--- config.mk ---
export PLATFORM = sky130hd
export DESIGN_NAME = dds_sweep_ctrl
export DESIGN_NICKNAME = d
export VERILOG_FILES = /design/src/rtl/dds_sweep_ctrl.sv
export SDC_FILE = /design/constraint.sdc
export NUM_CORES = 1
export LEC_CHECK = 0
export ABC_AREA = 1
export BUFFER_PORTS_ARGS = -buffer_cell sky130_fd_sc_hd__buf_2
export CAP_MARGIN = 20
export CORE_MARGIN = 2
export CORE_UTILIZATION = 55
export DETAILED_ROUTE_END_ITERATION = 8
export GPL_ROUTABILITY_DRIVEN = 0
export HOLD_SLACK_MARGIN = 0.02
export PLACE_DENSITY_LB_ADDON = 0.08
export SKIP_CTS_REPAIR_TIMING = 1
export SLEW_MARGIN = 20
export SYNTH_ARGS = -nofsm -noshare
export SYNTH_HDL_FRONTEND = slang
export SYNTH_SLANG_ARGS = --single-unit
export TNS_END_PERCENT = 100
--- constraint.sdc ---
create_clock -name sys_clk -period 4.7 [get_ports sys_clk]
set_input_delay 0.94 -clock sys_clk [delete_from_list [all_inputs] [get_ports sys_clk]]
set_output_delay 0.94 -clock sys_clk [all_outputs]
set_load 0.02 [all_outputs]
--- src/rtl/dds_sweep_ctrl.sv ---
// rtl/dds_sweep_ctrl.sv - DDS frequency-word controller: debounced keys, manual step and triangle sweep
// Key events and the sweep FSM both drive freq_word through saturating 13-bit add/subtract.

module dds_key_deb #(
    parameter int DEB_CNT = 500000
) (
    input  logic clk,
    input  logic rst_n,
    input  logic key_raw,
    output logic press
);
    localparam int CW = (DEB_CNT > 1) ? $clog2(DEB_CNT) : 1;
    localparam logic [CW-1:0] CNT_LAST = CW'(DEB_CNT - 1);

    logic          key_s1;
    logic          key_s2;
    logic          key_acc;
    logic          key_acc_d;
    logic [CW-1:0] cnt;

    // Idle level of a key is 1, so every stage comes out of reset released.
    always_ff @(posedge clk or negedge rst_n) begin
        if (!rst_n) begin
            key_s1    <= 1'b1;
            key_s2    <= 1'b1;
            key_acc   <= 1'b1;
            key_acc_d <= 1'b1;
            cnt       <= '0;
        end else begin
            key_s1    <= key_raw;
            key_s2    <= key_s1;
            key_acc_d <= key_acc;
            if (key_s2 == key_acc) begin
                cnt <= '0;
            end else if (cnt == CNT_LAST) begin
                cnt     <= '0;
                key_acc <= key_s2;
            end else begin
                cnt <= cnt + 1'b1;
            end
        end
    end

    assign press = key_acc_d & ~key_acc;
endmodule

module dds_sweep_ctrl #(
    parameter int          DEB_CNT = 500000,
    parameter int          DWELL   = 50000,
    parameter logic [11:0] STEP    = 12'd16,
    parameter logic [11:0] F_MIN   = 12'd1,
    parameter logic [11:0] F_MAX   = 12'd4095,
    parameter logic [11:0] F_INIT  = 12'd1
) (
    input  logic        sys_clk,
    input  logic        reset,
    input  logic        freq_add,
    input  logic        freq_dec,
    input  logic        sweep_en,
    input  logic [1:0]  switch,
    output logic [11:0] freq_word,
    output logic [1:0]  wave_sel,
    output logic        freq_upd,
    output logic        sweep_busy
);
    localparam int DW = (DWELL > 1) ? $clog2(DWELL) : 1;
    localparam logic [DW-1:0] DWELL_LAST = DW'(DWELL - 1);

    typedef enum logic [1:0] {
        MANUAL     = 2'd0,
        SWEEP_UP   = 2'd1,
        SWEEP_DOWN = 2'd2
    } state_t;

    state_t        state;
    state_t        state_nxt;
    logic [DW-1:0] dwell_cnt;
    logic [DW-1:0] dwell_nxt;
    logic [11:0]   fw_nxt;
    logic [12:0]   fw_sum;
    logic [11:0]   fw_up;
    logic [11:0]   fw_dn;
    logic          add_press;
    logic          dec_press;
    logic          sweep_s1;
    logic          sweep_s2;
    logic [1:0]    sw_s1;
    logic [1:0]    sw_s2;

    dds_key_deb #(.DEB_CNT(DEB_CNT)) u_deb_add (
        .clk     (sys_clk),
        .rst_n   (reset),
        .key_raw (freq_add),
        .press   (add_press)
    );

    dds_key_deb #(.DEB_CNT(DEB_CNT)) u_deb_dec (
        .clk     (sys_clk),
        .rst_n   (reset),
        .key_raw (freq_dec),
        .press   (dec_press)
    );

    // Both directions saturate in 13 bits so the word can never wrap past a limit.
    always_comb begin
        fw_sum = {1'b0, freq_word} + {1'b0, STEP};
        fw_up  = (fw_sum > {1'b0, F_MAX}) ? F_MAX : fw_sum[11:0];
        fw_dn  = ({1'b0, freq_word} < ({1'b0, F_MIN} + {1'b0, STEP})) ? F_MIN : (freq_word - STEP);
    end

    always_comb begin
        state_nxt = state;
        dwell_nxt = dwell_cnt;
        fw_nxt    = freq_word;
        case (state)
            MANUAL: begin
                if (add_press && !dec_press) begin
                    fw_nxt = fw_up;
                end else if (dec_press && !add_press) begin
                    fw_nxt = fw_dn;
                end
                if (sweep_s2) begin
                    state_nxt = SWEEP_UP;
                    dwell_nxt = '0;
                end
            end
            SWEEP_UP: begin
                if (!sweep_s2) begin
                    state_nxt = MANUAL;
                end else if (dwell_cnt == DWELL_LAST) begin
                    dwell_nxt = '0;
                    fw_nxt    = fw_up;
                    if (fw_up == F_MAX) state_nxt = SWEEP_DOWN;
                end else begin
                    dwell_nxt = dwell_cnt + 1'b1;
                end
            end
            SWEEP_DOWN: begin
                if (!sweep_s2) begin
                    state_nxt = MANUAL;
                end else if (dwell_cnt == DWELL_LAST) begin
                    dwell_nxt = '0;
                    fw_nxt    = fw_dn;
                    if (fw_dn == F_MIN) state_nxt = SWEEP_UP;
                end else begin
                    dwell_nxt = dwell_cnt + 1'b1;
                end
            end
            default: state_nxt = MANUAL;
        endcase
    end

    always_ff @(posedge sys_clk or negedge reset) begin
        if (!reset) begin
            state     <= MANUAL;
            dwell_cnt <= '0;
            freq_word <= F_INIT;
            freq_upd  <= 1'b0;
            wave_sel  <= 2'b00;
            sweep_s1  <= 1'b0;
            sweep_s2  <= 1'b0;
            sw_s1     <= 2'b00;
            sw_s2     <= 2'b00;
        end else begin
            state     <= state_nxt;
            dwell_cnt <= dwell_nxt;
            freq_word <= fw_nxt;
            freq_upd  <= (fw_nxt != freq_word);
            wave_sel  <= sw_s2;
            sweep_s1  <= sweep_en;
            sweep_s2  <= sweep_s1;
            sw_s1     <= switch;
            sw_s2     <= sw_s1;
        end
    end

    assign sweep_busy = (state != MANUAL);
endmodule

==> results of run 1 <==
metal layers:
| metal | vias to the layer above | wire length, µm |
|---|---|---|
| met2 | 174 | 5910 |
| met1 | 2318 | 5660 |
| met5 | - | 0 |
| met3 | 43 | 846 |
| li1 | 2439 | - |
| met4 | 0 | 390 |
area by class of cell:
cell class,instances,share of cell area (%)
clock inverters,6,1.08
multi-input cells,528,48.0
well taps,133,2.88
flip-flops and latches,85,37.0
repair buffers,25,2.34
inverters,96,6.26
clock buffers,10,2.38
cell families (layout without fill, tap and decap cells):
| group | Yosys count | after routing | share of synthesized area, % |
|---|---|---|---|
| xor gates and xnor gates | 17 | 17 | 2.74 |
| buffers and inverters | 122 | 137 | 9.47 |
| DFF | 85 | 85 | 39.4 |
| and+or+nand+nor | 392 | 392 | 33.6 |
| AOI/OAI and AO/OA | 107 | 107 | 12.1 |
| adders and majority gates | 11 | 11 | 2.54 |
| muxes | 1 | 1 | 0.207 |
power by group through the flow:
| stage | sequential, mW | clock [mW] | combinational (mW) |
|---|---|---|---|
| final | 0.975 | 0.521 | 1.37 |
| after global routing | 0.993 | 0.573 | 1.54 |
| after CTS | 0.971 | 0.541 | 1.34 |
| after detailed placement | 0.986 | 0 | 1.33 |
| after global placement | 0.982 | 0 | 1.33 |
| after floorplan | 0.943 | 0 | 1.05 |
registers in the layout, indices dropped and copies added (netlist names), 2 cells and up:
| signal | cells |
|---|---|
| u_deb_add.cnt | 19 |
| dwell_cnt | 16 |
| u_deb_dec.cnt | 19 |
| state | 2 |
| freq_word | 12 |
| sw_s2 | 2 |
| wave_sel | 2 |
| sw_s1 | 2 |
cell usage in the layout (no fill, tap or decap), types with 2 or more instances in the layout:
master    instances
a211oi_1          5
a21oi_1          36
a21oi_2           9
a22oi_1           3
a31oi_1           4
buf_2            21
buf_4             4
clkbuf_8         10
dfrtp_1          76
dfstp_2           9
ha_1             11
inv_1            90
inv_2             4
inv_6             4
nand2_1         168
nand2_2           4
nand3_1          70
nand3_2           3
nand3_4           2
nand4_1          26
nand4_2           2
nor2_1           76
nor2_2            4
nor3_1           16
nor3b_1           7
nor3b_2           2
nor4_1            7
o211ai_1          4
o21a_1           12
o21ai_0          26
xor2_1           16
critical path: stages, from the launching register on:
cell and delay, ns:
dfrtp_1 0.62, inv_1 0.25, ha_1 0.33, inv_1 0.08, nor2_1 0.09, nand2_1 0.05, nor2_1 0.08, nand3_1 0.08
nor2_2 0.13, nand3_4 0.23, nand2_1 0.15, nand2_2 0.11, nand2_1 0.09, nand2_1 0.07, nand3_1 0.12, nand3_1 0.07
nor2_1 0.15, nand2_1 0.08, nor2_1 0.08, nand2_1 0.05
per-stage QoR:
stage / utilization (%) / hold WS [ns] / instances
after detailed placement: 57.6 / 0.336 / 867
after global placement: 57.6 / 0.333 / 867
after CTS: 59.7 / 0.359 / 883
after floorplan: - / 0.331 / 735
after global routing: 59.7 / 0.366 / 883
final: 59.7 / 0.356 / 883
final timing paths:
kind	start	end	slack, ns
worst max-delay path	freq_word[4]$_DFF_PN0_	freq_upd$_DFF_PN0_	1.68
worst min-delay path	sw_s2[1]$_DFF_PN0_	wave_sel[1]$_DFF_PN0_	0.36
worst max register to register	freq_word[4]$_DFF_PN0_	freq_upd$_DFF_PN0_	1.68
worst min register to register	sw_s2[1]$_DFF_PN0_	wave_sel[1]$_DFF_PN0_	0.36
max in group asynchronous	reset	u_deb_dec.key_s2$_DFF_PN1_	3.16
min in group asynchronous	reset	state[1]$_DFFE_PN0P_	0.59
==> flow_summary.json, run 1 <==
{
  "yosysMostFrequentCell": "nand2_1",
  "synth_edf_count": 0,
  "vias": 4974,
  "period_needed_ns": 3.02,
  "pre_cts_slack_ns": 1.76,
  "arrival_ns": 3.28,
  "min_period_over_period_pct": 64.2,
  "clk_pin_slew_worst_paths_ns": 0.09,
  "wl_um": 12800,
  "clock_sinks": 85,
  "num_rows": 36,
  "gr-usage-met2_pct": 40.3,
  "hold-path-cell-count": 0,
  "peakVddDrop_v": 0.000285,
  "first_global_vias": 4658,
  "final_cell_area_mm2": 0.00578,
  "dpl.hpwl_um": 9310,
  "rsz0062_at_grt": "false",
  "cap_violations": 0,
  "finalWorstSetupSlack_ns": 1.68,
  "synth_ff_type": "dfrtp_1",
  "register_area_mm2": 0.00214,
  "synth_top_area_cell": "dfrtp_1",
  "synthCells": 735,
  "worst_slew_pin_slew_ns": 0.829,
  "ant_nets": 0,
  "maxSlewHeadroom_pct": 44.6,
  "power_density_mw_per_mm2": 496,
  "wire_per_inst_um": 14.5,
  "syn_area_per_cell_um2": 7.38,
  "netlist.area_leader.share_pct": 35.0,
  "cts_made_buffers": 9,
  "use_met3_pct": 5.11,
  "hp-class": "flop to flop",
  "fmax_mhz": 332,
  "criticalPathCategory": "flop to flop",
  "required_ns": 4.96,
  "drc": 0,
  "viasPerCell": 5.63,
  "switchingPower_mw": 1.39,
  "p_leak_nw": 2.82,
  "die_x_um": 103,
  "synth_nets": 753,
  "io_pins": 23,
  "synth.area.top_cells": "dfrtp_1 (35%), nand2_1 (12%), nand3_1 (6.5%)",
  "fin_setup_tns_ns": 0,
  "dieArea_mm2": 0.0107,
  "endpoint_kind": "flop",
  "multi_input_area_mm2": 0.00278,
  "setup_viol": 0,
  "swShare_pct": 48.4,
  "placed_area_mm2": 0.00558,
  "drv_slew": 0,
  "die_y_um": 103,
  "p_int_mw": 1.48,
  "finalPower_mw": 2.87,
  "start_util_pct": 56.0,
  "ys_seq_area_share_pct": 39.4,
  "drt-initial-drc-count": 299,
  "ys_top_cells_by_count": "nand2_1 (168), inv_1 (90), dfrtp_1 (76), nor2_1 (76), nand3_1 (70)",
  "grt_usage_pct": 26.0,
  "grt_start_max_net_pins": 49,
  "synth_seq_cells": 85,
  "clock-root-buffer": "clkbuf_8",
  "fin_worst_skew_ns": 0.0157,
  "finalHoldViolations": 0,
  "antenna_found_initial": 0,
  "synth.cell_area_mm2": 0.00543,
  "combPwrFrac_pct": 47.8,
  "grt_pass1_wl_um": 21800,
  "ys_types": 50,
  "seqPwrFrac_pct": 34.0,
  "clkLatencyLatePin_ns": 0.37,
  "drive_above_1_share_pct": 11.6,
  "cts_tree": "built",
  "firstDrtPassIters": 5,
  "port_buffers": 22,
  "outcome": "completed",
  "clockPowerShare_pct": 18.2,
  "area_growth_pct": 6.43,
  "grt-busiest-layer": "met2",
  "grt_overflow": 0,
  "critPathMaxFanout": 19,
  "ff2ff_path_depth": 19,
  "core_mm2": 0.00968,
  "grt.met1_usage_pct": 35.7,
  "clock_path_buffers": 2,
  "antenna_cells": 0,
  "h-tree-depth": 3,
  "nFillCells": 899,
  "ys_async_sr_fraction_pct": 100,
  "ys_warn_count": 0,
  "cp-start-kind": "flop",
  "final_nets": 763
}
Power figures use the tool's default switching activity.
==> run 2, diff against run 1 <==
==> constraint.sdc (replaced) <==
create_clock -name sys_clk -period 2.92 [get_ports sys_clk]
set_input_delay 0.584 -clock sys_clk [delete_from_list [all_inputs] [get_ports sys_clk]]
set_output_delay 0.584 -clock sys_clk [all_outputs]
set_load 0.02 [all_outputs]
==> run 2 against run 1 <==
Compared with the run above: register-to-register slack worse by 1.5 ns; setup slack worse by 1.5 ns; sequential share of layout area fell by 1.0 points; maximum frequency is 12% higher; worst hold slack lost 0.14 ns; flip-flop and latch count is the same; cell count grew 1.8%; critical path depth is the same.
==> flow_summary.json, run 2 (synthesis gave the netlist of run 1 again) <==
{
  "outcome": "completed",
  "crit_chain": "inv_1, ha_1, inv_1, nor2_1, nand2_1, nor2_1, nand3_1, nor2_4, nand3_2, buf_4, nand3_2, a21oi_2, nand2_1, nand3_1, nand2_1, nor2_1, nand2_1, nor2_1, nand2_1",
  "cap_violations": 0,
  "nFillCells": 885,
  "cp_top_family": "simple AND/OR/NAND/NOR gates",
  "clkLatencyLatePin_ns": 0.35,
  "ant_nets": 0,
  "grt_overflow": 0,
  "required_ns": 3.17,
  "ff2ff_path_depth": 19,
  "antenna_found_initial": 0,
  "maxSlewHeadroom_pct": 55.8,
  "stdcell_count": 899,
  "dp_cells": 879,
  "worst_slew_pin_slew_ns": 0.664,
  "clock_path_buffers": 2,
  "drive_above_1_share_pct": 13.7,
  "drt-initial-drc-count": 328,
  "period_needed_ns": 2.69,
  "h-tree-depth": 3,
  "fin_worst_skew_ns": 0.0109,
  "io_pins": 23,
  "setup_viol": 0,
  "first_global_vias": 4686,
  "slowest_stage": "dfrtp_2",
  "die_y_um": 103,
  "slowest_delay_ns": 0.47,
  "cp-start-kind": "flop",
  "power_density_mw_per_mm2": 813,
  "start_util_pct": 56.0,
  "firstDrtPassIters": 5,
  "top_regs": "u_deb_add.cnt x19, u_deb_dec.cnt x19, dwell_cnt x16",
  "grt_usage_pct": 25.9,
  "grt_start_max_net_pins": 48,
  "clock-root-buffer": "clkbuf_8",
  "peakVddDrop_v": 0.000520,
  "area_growth_pct": 9.52,
  "grt_pass1_wl_um": 21600,
  "num_rows": 36,
  "die_x_um": 103,
  "hold_slack_ns": 0.217,
  "criticalPathCategory": "flop to flop",
  "final_cell_mix": "nand2_1 (168), inv_1 (90), nor2_1 (76)",
  "vias": 5015,
  "arrival_ns": 2.94,
  "crit_top_cell": "nand2_1",
  "fmax_mhz": 372,
  "worstReg2RegEnd": "freq_upd$_DFF_PN0_",
  "reg2reg_slack_ns": 0.23,
  "timing.rr.start": "freq_word[4]$_DFF_PN0_",
  "core_mm2": 0.00968,
  "path_buf_inv": 3,
  "dieArea_mm2": 0.0107,
  "finalHoldViolations": 0,
  "clk_pin_slew_worst_paths_ns": 0.10,
  "viasPerCell": 5.58,
  "cts_tree": "built",
  "wire_per_inst_um": 14.5,
  "min_period_over_period_pct": 92.0,
  "hp-class": "input pin to async pin",
  "clock_sinks": 85,
  "endpoint_kind": "flop",
  "critPathMaxFanout": 9,
  "drc": 0,
  "antenna_cells": 0,
  "p_leak_nw": 2.90,
  "wl_um": 13000,
  "drv_slew": 0,
  "final_common_cell": "nand2_1",
  "final_nets": 779,
  "cts_made_buffers": 9,
  "dpl.hpwl_um": 9460,
  "port_buffers": 22
}
==> run 2: changes by cell type in the layout (fill, tap and decap cells not counted) <==
cell and change:
buf_4 +15, bufinv_16 +2, clkbuf_8 -1, dfrtp_1 -2
dfrtp_2 +2, inv_6 -1, nand3_2 +1, nor2_2 -1
nor2_4 +1
==> run 2: metrics by stage <==
stage	utilization [%]	instance area (µm²)	setup WS [ns]	power, mW	setup TNS (ns)
after CTS	61.0	5900	0.180	4.82	0
after global routing	61.4	5940	-0.0363	5.23	-0.0363
after global placement	58.5	5670	0.359	3.79	0
after detailed placement	58.5	5670	0.205	3.82	0
final	61.4	5940	0.234	4.83	0
after floorplan	-	5430	0.479	3.20	0
==> run 2: area by class of cell <==
type | count | area (µm²) | area share (%)
Clock buffer | 9 | 124 | 2.08
Clock inverter | 7 | 114 | 1.92
Inverter | 96 | 362 | 6.08
Multi-Input combinational cell | 529 | 2790 | 46.9
Sequential cell | 85 | 2140 | 36.0
Tap cell | 133 | 166 | 2.80
Timing Repair Buffer | 40 | 248 | 4.17
==> run 2: layer usage <==
metal	GRT usage, %	vias up	share of wire, %
li1	-	2482	-
met5	0	-	0
met2	41.1	182	46
met3	5.58	29	7.0
met1	34.5	2322	45
met4	10.3	0	2.7
==> run 2: where the power goes <==
group	internal, mW	switching, mW
Combinational	0.775	1.55
Sequential	1.31	0.214
Clock	0.504	0.470
==> run 2: worst max path at each step <==
stage	startpoint	cells after the start	to	slack, ns
after floorplan	freq_word[4]$_DFF_PN0_	19	freq_upd$_DFF_PN0_	0.48
after global placement	freq_word[4]$_DFF_PN0_	19	freq_upd$_DFF_PN0_	0.36
after detailed placement	freq_word[4]$_DFF_PN0_	19	freq_upd$_DFF_PN0_	0.20
after CTS	freq_word[4]$_DFF_PN0_	19	freq_upd$_DFF_PN0_	0.18
after global routing	freq_word[5]$_DFF_PN0_	16	freq_upd$_DFF_PN0_	-0.04
final	freq_word[4]$_DFF_PN0_	19	freq_upd$_DFF_PN0_	0.23
